## src/rtl/serial_pattern_tx.sv

```systemverilog
// serial_pattern_tx
//
// Transmit side of the serial "11" detection path. Words are accepted through a
// valid/ready handshake and shifted out MSB-first, one bit per clock. A
// programmable run of forced-zero gap bits follows each word so the downstream
// detector settles back to its zero state. The block also counts emitted "11"
// pairs, including overlapping ones, for use as a scoreboard reference.
//
// Ports:
//   clk        system clock, rising edge
//   reset_n    asynchronous active-low reset
//   in_data    word to transmit (WIDTH bits)
//   in_valid   in_data is valid
//   in_ready   block can accept a word this cycle (IDLE only)
//   out        serial data bit, 0 outside SHIFT
//   out_valid  out carries a data bit (SHIFT only)
//   busy       a word or its gap is in progress
//   done       one-cycle pulse in the first IDLE cycle after a word and its gap
//   pair_cnt   saturating count of emitted "11" pairs (PAIR_W bits)

module serial_pattern_tx #(
  parameter int unsigned WIDTH      = 8,
  parameter int unsigned GAP_CYCLES = 2,
  parameter int unsigned PAIR_W     = 16
) (
  input  logic              clk,
  input  logic              reset_n,
  input  logic [WIDTH-1:0]  in_data,
  input  logic              in_valid,
  output logic              in_ready,
  output logic              out,
  output logic              out_valid,
  output logic              busy,
  output logic              done,
  output logic [PAIR_W-1:0] pair_cnt
);

  localparam int unsigned CntW = $clog2(WIDTH);
  // gap_cnt holds at most GAP_CYCLES-1; keep at least one bit so GAP_CYCLES=0 still elaborates.
  localparam int unsigned GapW = (GAP_CYCLES > 1) ? $clog2(GAP_CYCLES) : 1;

  localparam logic [CntW-1:0] LastBit = CntW'(WIDTH - 1);
  localparam logic [GapW-1:0] GapLoad = (GAP_CYCLES > 0) ? GapW'(GAP_CYCLES - 1) : '0;

  localparam logic [1:0] StIdle  = 2'd0;
  localparam logic [1:0] StShift = 2'd1;
  localparam logic [1:0] StGap   = 2'd2;

  logic [1:0]        state_q, state_d;
  logic [WIDTH-1:0]  shift_q, shift_d;
  logic [CntW-1:0]   bit_cnt_q, bit_cnt_d;
  logic [GapW-1:0]   gap_cnt_q, gap_cnt_d;
  logic              prev_q, prev_d;
  logic [PAIR_W-1:0] pair_q, pair_d;
  logic              done_q, done_d;

  // Outputs decode straight from the state register so a reset drops the line at once.
  assign in_ready  = (state_q == StIdle);
  assign busy      = (state_q != StIdle);
  assign out_valid = (state_q == StShift);
  assign out       = out_valid & shift_q[WIDTH-1];
  assign done      = done_q;
  assign pair_cnt  = pair_q;

  always_comb begin
    state_d   = state_q;
    shift_d   = shift_q;
    bit_cnt_d = bit_cnt_q;
    gap_cnt_d = gap_cnt_q;
    // prev_bit only survives between bits of the same word; every other path clears it.
    prev_d    = 1'b0;
    pair_d    = pair_q;
    done_d    = 1'b0;

    case (state_q)
      StIdle: begin
        if (in_valid) begin
          shift_d   = in_data;
          bit_cnt_d = LastBit;
          state_d   = StShift;
        end
      end

      StShift: begin
        shift_d   = shift_q << 1;
        bit_cnt_d = bit_cnt_q - 1'b1;
        if (out && prev_q && (pair_q != '1)) begin
          pair_d = pair_q + 1'b1;
        end
        if (bit_cnt_q == '0) begin
          if (GAP_CYCLES > 0) begin
            state_d   = StGap;
            gap_cnt_d = GapLoad;
          end else begin
            state_d = StIdle;
            done_d  = 1'b1;
          end
        end else begin
          prev_d = out;
        end
      end

      StGap: begin
        gap_cnt_d = gap_cnt_q - 1'b1;
        if (gap_cnt_q == '0) begin
          state_d = StIdle;
          done_d  = 1'b1;
        end
      end

      default: begin
        state_d = StIdle;
      end
    endcase
  end

  always_ff @(posedge clk or negedge reset_n) begin
    if (!reset_n) begin
      state_q   <= StIdle;
      shift_q   <= '0;
      bit_cnt_q <= '0;
      gap_cnt_q <= '0;
      prev_q    <= 1'b0;
      pair_q    <= '0;
      done_q    <= 1'b0;
    end else begin
      state_q   <= state_d;
      shift_q   <= shift_d;
      bit_cnt_q <= bit_cnt_d;
      gap_cnt_q <= gap_cnt_d;
      prev_q    <= prev_d;
      pair_q    <= pair_d;
      done_q    <= done_d;
    end
  end

endmodule

```

## config.mk

```make
export PLATFORM = sky130hd
export DESIGN_NAME = serial_pattern_tx
export DESIGN_NICKNAME = d
export VERILOG_FILES = /design/src/rtl/serial_pattern_tx.sv
export SDC_FILE = /design/constraint.sdc
export NUM_CORES = 1
export LEC_CHECK = 0
export ABC_AREA = 1
export CORE_ASPECT_RATIO = 2
export CORE_MARGIN = 4
export CORE_UTILIZATION = 35
export DETAILED_ROUTE_END_ITERATION = 8
export PLACE_DENSITY = 0.56
export SLEW_MARGIN = 40
export SYNTH_ARGS = -nofsm -noshare
export SYNTH_HDL_FRONTEND = slang
export SYNTH_SLANG_ARGS = --single-unit
```

## constraint.sdc

```tcl
create_clock -name clk -period 2.7 [get_ports clk]
set_input_delay 0.27 -clock clk [delete_from_list [all_inputs] [get_ports clk]]
set_output_delay 0.27 -clock clk [all_outputs]
set_load 0.02 [all_outputs]
```

Word level (Yosys, flattened, before mapping)
Cells that the tools add are included.
- $add $sub $neg: 3
- eq/ne operators: 6
- mux-type cells: 14
- bitwise operators: 1
- reduce and logical (&&, ||, !) cells: 11
- operators by type and width (cell ; number):
    $add 16x1->16 const B ; 1
    $ne 16x16->1 const B ; 1
    $pmux 8 s2 ; 1
    $mux 8 ; 1
    $mux 2 ; 3
    $pmux 2 s3 ; 1
    $pmux 3 s2 ; 1
    $reduce_and 2->1 ; 3
    $reduce_bool 2->1 ; 3
    $mux 1 ; 5
    $ne 2x2->1 const B ; 2
    $logic_not 3->1 ; 1
    $mux 3 ; 1
    $reduce_and 3->1 ; 1
    $sub 3x1->3 const B ; 1
    $eq 2x1->1 const B ; 1
    $eq 2x2->1 const B ; 1
    $logic_and 1x1->1 ; 2
    $logic_not 2->1 ; 1
    $ne 2x1->1 const B ; 1
    $pmux 1 s2 ; 1
    $and 1x1->1 ; 1
    $sub 1x1->1 const B ; 1
- flip-flop bits (word level): 32
- bits of input ports: 11
- output and inout port bits: 21
- logic and storage cells: 42

Longest topological paths before layout
- word-level depth: 5
- mapped depth: 9
- depth with buffers taken out: 9

Worst setup path before layout
Ideal clock, no wire load.
- path type: reg-to-reg
- from: register pair_q[0], in the netlist pair_cnt[0]
- to: register pair_q[0], in the netlist pair_cnt[0]
- setup time: 0.117 ns
- arrival: 1.514 ns
- data required time: 2.583 ns
- setup slack: 1.069 ns
- stages on the path, launching flop included: 10
- buffers on the path: 1
- clock period less this slack: 1.631 ns
- cells stage by stage: dfrtp_1 > ha_1 > nand3_2 > inv_2 > nand2_2 > o21ai_2 > inv_1 > buf_2 > nand2_1 > nand2_1
- cells in the longest elaborated chain, start to end: 3
- elaborated cells on any way between the ends: 4
- classes of those cells: add/sub (1); eq/ne (1); reduce/logical (2)
- ends and longest elaborated chain (item ; RTL line ; source):
    start, declared ; 54 ; logic [PAIR_W-1:0] pair_q, pair_d;
    start signal, assigned ; 132 ; pair_q <= pair_d;
    parallel branches: the longest is 3 deep, another holds $add 16x1->16 ; -- ;
Several ways; the timed one is not identified.
A chain may end at the register's enable or synchronous reset.

Worst setup path in the final report
- from: register state_q[0]
- to: output out
- cells in the longest elaborated chain, start to end: 2
- ends and longest elaborated chain (item ; RTL line ; source):
    start, declared ; 49 ; logic [1:0] state_q, state_d;
    start signal, assigned ; 119 ; state_q <= StIdle;
    start signal, assigned ; 127 ; state_q <= state_d;
    $eq 2x1->1 ; 60 ; assign out_valid = (state_q == StShift);
    $and 1x1->1 ; 61 ; assign out = out_valid & shift_q[WIDTH-1];
    end, declared ; 31 ; output logic out,
No other way between the ends.

==> results.txt <==
The run finished with clean final reports. The internal cell power came out at 1.09 mW. The net switching power figure came out at 0.691 mW. By startpoint and endpoint, the worst setup path is classified as reg -> out. The post-synthesis net count came out at 236.

Counting I/O delays and the setup requirement, the final critical path takes 2.15 ns. Measured along the x axis, the die boundary spans 57.1 um. The largest voltage drop on the vdd net came out at 650 uV.

The worst setup path is launched from a flip-flop. The post-layout net count came out at 272. Dividing the synthesized area by the synthesized cell count gives 7.60 um^2. The post-detailed-route via-to-cell ratio came out at 4.71. The final standard cell area without fillers is 2140 um^2. The portion of total power attributed to combinational logic is 39.5%. The diode insertion count for antenna repair came out at 0. The number of max-slew violations in the final report came out at 0. The sequential cell fraction of total power is 39.0%. For this design, the CTS-stage hold fixing added 0 buffers. Among all cell types in the netlist, the one instantiated most often is sky130_fd_sc_hd__nand2_1. The count of cell types in the netlist is 25. The number of warnings reported in the yosys synthesis log came out at 0. After detailed placement, the total cell area comes to 2050 um^2. The maximum cell stage delay along the critical path is 0.61 ns. The wire-length estimate of the detail-placed layout is 2820 um. The max-capacitance violation count came out at 0. Cells with a size suffix above 1 make up 7.34% of the layout. The period utilization is 79.6%.

At the pin with the least slew margin, the transition time is 0.419 ns. The layout has 478 filler cells. The total of flip-flops plus latches after synthesis came out at 32. The critical path goes through inv_1 -> nor2_1 -> buf_4 -> inv_1 -> nor2_1 -> clkdlybuf4s50_1. The region available for standard cell placement spans 4640 um^2. Data on the critical path is required at its endpoint by 2.43 ns. In this run the clock root is driven by a sky130_fd_sc_hd__clkbuf_8. The wire length of the first global-routing pass came out at 6580 um. The number of setup violations in the final report is 0. The largest net degree at the start of global routing came out at 33. After detailed routing, the total wire length is 3830 um. Dividing total power by cell area gives a power density of 833 nW/um^2. The post-synthesis to final-layout area growth came out at 27.0%. CTS saw 32 sinks.

The CTS clock-pin slew for the worst setup and hold paths is 0.08 ns. The dominant cell type by area after synthesis is sky130_fd_sc_hd__dfrtp_1. The level count of the clock H-tree came out at 2. On the critical path, the stage with the largest delay is an instance of sky130_fd_sc_hd__clkdlybuf4s50_1.

Dividing the detail-routed wire length by the instance count gives 12.2 um. The core occupancy in the finished layout came out at 46.2%. Data on the critical path arrives at its endpoint at 1.88 ns.

For this run, the detailed router's first-pass iteration total came to 4. The initial antenna violation count is 0. In this run the tightest slew margin relative to its limit is 72.0%.

The buffer depth of the longest clock path came out at 2. Summed over all cells, the static leakage comes to 0.972 nW. The dominant synthesized flop cell is sky130_fd_sc_hd__dfrtp_1. The post-CTS repair timing setup buffer count is 0.

The number of vias after detailed routing came out at 1,480. The kind of cell adding the most delay to the critical path is buffers and inverters. The number of resized instances in the post-cts repair step came out at 0. The buffering stage count on the worst path with inverters included is 4. In this run the worst path has a maximum fanout of 13. The endpoint class of the critical path is an output pin. TritonCTS built the clock tree. The number of endpoints with negative hold slack in the final report is 0. Global routing finished with a remaining overflow of 0. For this run, design rule violations remaining after detail routing come to 0.

The area of the die is 6070 um^2. The worst clock skew on the final layout came out at 0.0119 ns. In this run the cell area of the synthesized design comes to 1690 um^2. The initial cell density of the core is 36.4%.

The top-area cell type share of the netlist area came out at 47.4%. The insertion delay to the later sink of the worst-skew pair is 0.28 ns. The initialized floorplan defines 35 standard-cell rows.

The worst hold path belongs to the class in -> async. The number of global-route vias before repair came out at 1,469. The number of CTS-inserted buffers came out at 5. The maximum operating frequency came out at 465 MHz. The number of enable-type register cells in the synthesized netlist came out at 0. The sequential area share after synthesis is 47.4%. Routability-driven placement finished with a final weighted congestion of 0.793. In the post-synthesis netlist, the biggest area contributors are sky130_fd_sc_hd__dfrtp_1, sky130_fd_sc_hd__nand2_1, sky130_fd_sc_hd__o21ai_0, sky130_fd_sc_hd__nor2_1, sky130_fd_sc_hd__xnor2_1.

The async set or reset register ratio after synthesis came out at 100%. The proportion of total power due to net switching came out at 38.7%. Global routing used 14.0% of the available tracks across all layers.

The count of mapped cells out of synthesis is 222. The clock network power share came out at 21.5%. For the final routed database, the setup TNS stands at 0 ns.

Measured along the y axis, the die boundary spans 106 um. Setup repair after global routing left no endpoint under its margin. The number of placed I/O pins is 32. The number of port buffers came out at 31. The pre-CTS setup slack is 0.849 ns. After the first detailed-routing iteration, the DRC count stood at 27. The worst path meets setup with 0.551 ns of slack. Sorting the synthesized cells by how often they occur yields sky130_fd_sc_hd__nand2_1, sky130_fd_sc_hd__dfrtp_1, sky130_fd_sc_hd__nor2_1. Once detail routing completed, the nets flagged for antenna violations numbered 0.
final timing paths:
path	startpoint	end	slack (ns)	depth (start not counted)
hold reg to reg	gap_cnt_q	done	0.45	1
max in group asynchronous	reset_n	pair_cnt[10]	2.01	2
hold / removal	reset_n	pair_cnt[3]	0.37	2
setup reg to reg	pair_cnt[0]	pair_cnt[15]	1.03	8
min in group clk	gap_cnt_q	done	0.45	1
setup / recovery	state_q[0]	out	0.55	6
cell families (layout without fill, tap and decap cells):
logic type | count (synthesis) | count (layout) | synth area share (%)
buffers and inverters | 23 | 60 | 6.30
XOR/XNOR | 7 | 7 | 3.63
flip-flops | 32 | 32 | 47.4
AO/OA/AOI/OAI | 26 | 26 | 8.45
AND/OR/NAND/NOR | 131 | 131 | 31.9
adder cells (fa/ha/maj) | 3 | 3 | 2.22
power by group through the flow:
stage                     clock network, mW  registers [mW]  logic (mW)
after global routing                  0.428           0.717       0.804
final                                 0.385           0.697       0.705
after CTS                             0.400           0.697       0.720
after floorplan                           0           0.713       0.452
after global placement                    0           0.707       0.714
after detailed placement                  0           0.704       0.720
stage by stage:
stage	hold WS, ns	std cells	power [mW]
2_1_floorplan	-0.0256	222	1.16
3_3_place_gp	0.446	306	1.42
3_5_place_dp	0.444	306	1.42
4_1_cts	0.394	314	1.82
5_1_grt	0.413	314	1.95
6_report	0.372	314	1.79
cell usage in the layout, fill, tap and decap left out, drive strengths merged, types with 2 or more instances in the layout:
cell,Yosys,routed
clkdlybuf4s50,0,31
dfrtp,32,32
nor2,27,27
ha,3,3
clkinv,0,2
nand3,9,9
buf,3,3
o21ai,21,21
xnor2,7,7
nand4,5,5
nand2,88,88
clkbuf,2,6
inv,18,18
sequential cells by signal (all words and copies together), names as in the netlist:
name       count
done           1
gap_cnt_q      1
shift_q        8
bit_cnt_q      3
state_q        2
pair_cnt      16
prev_q         1
per-layer routing:
metal | wire length (um) | global-route usage (%) | share of wire, %
met5 | 0 | 0 | 0
met4 | 110 | 7.46 | 2.9
met3 | 145 | 2.79 | 3.8
met2 | 2070 | 25.6 | 54
met1 | 1500 | 14.4 | 39
cell type report:
cell class | instances | area [um^2] | share of cell area [%]
clock inverter | 2 | 10.0 | 0.467
inverter | 18 | 67.6 | 3.15
multi-input combinational | 167 | 781 | 36.4
tap | 55 | 68.8 | 3.21
timing repair buffer | 34 | 333 | 15.5
clock buffer | 6 | 82.6 | 3.85
sequential | 32 | 801 | 37.4
Power figures use the tool's default switching activity.
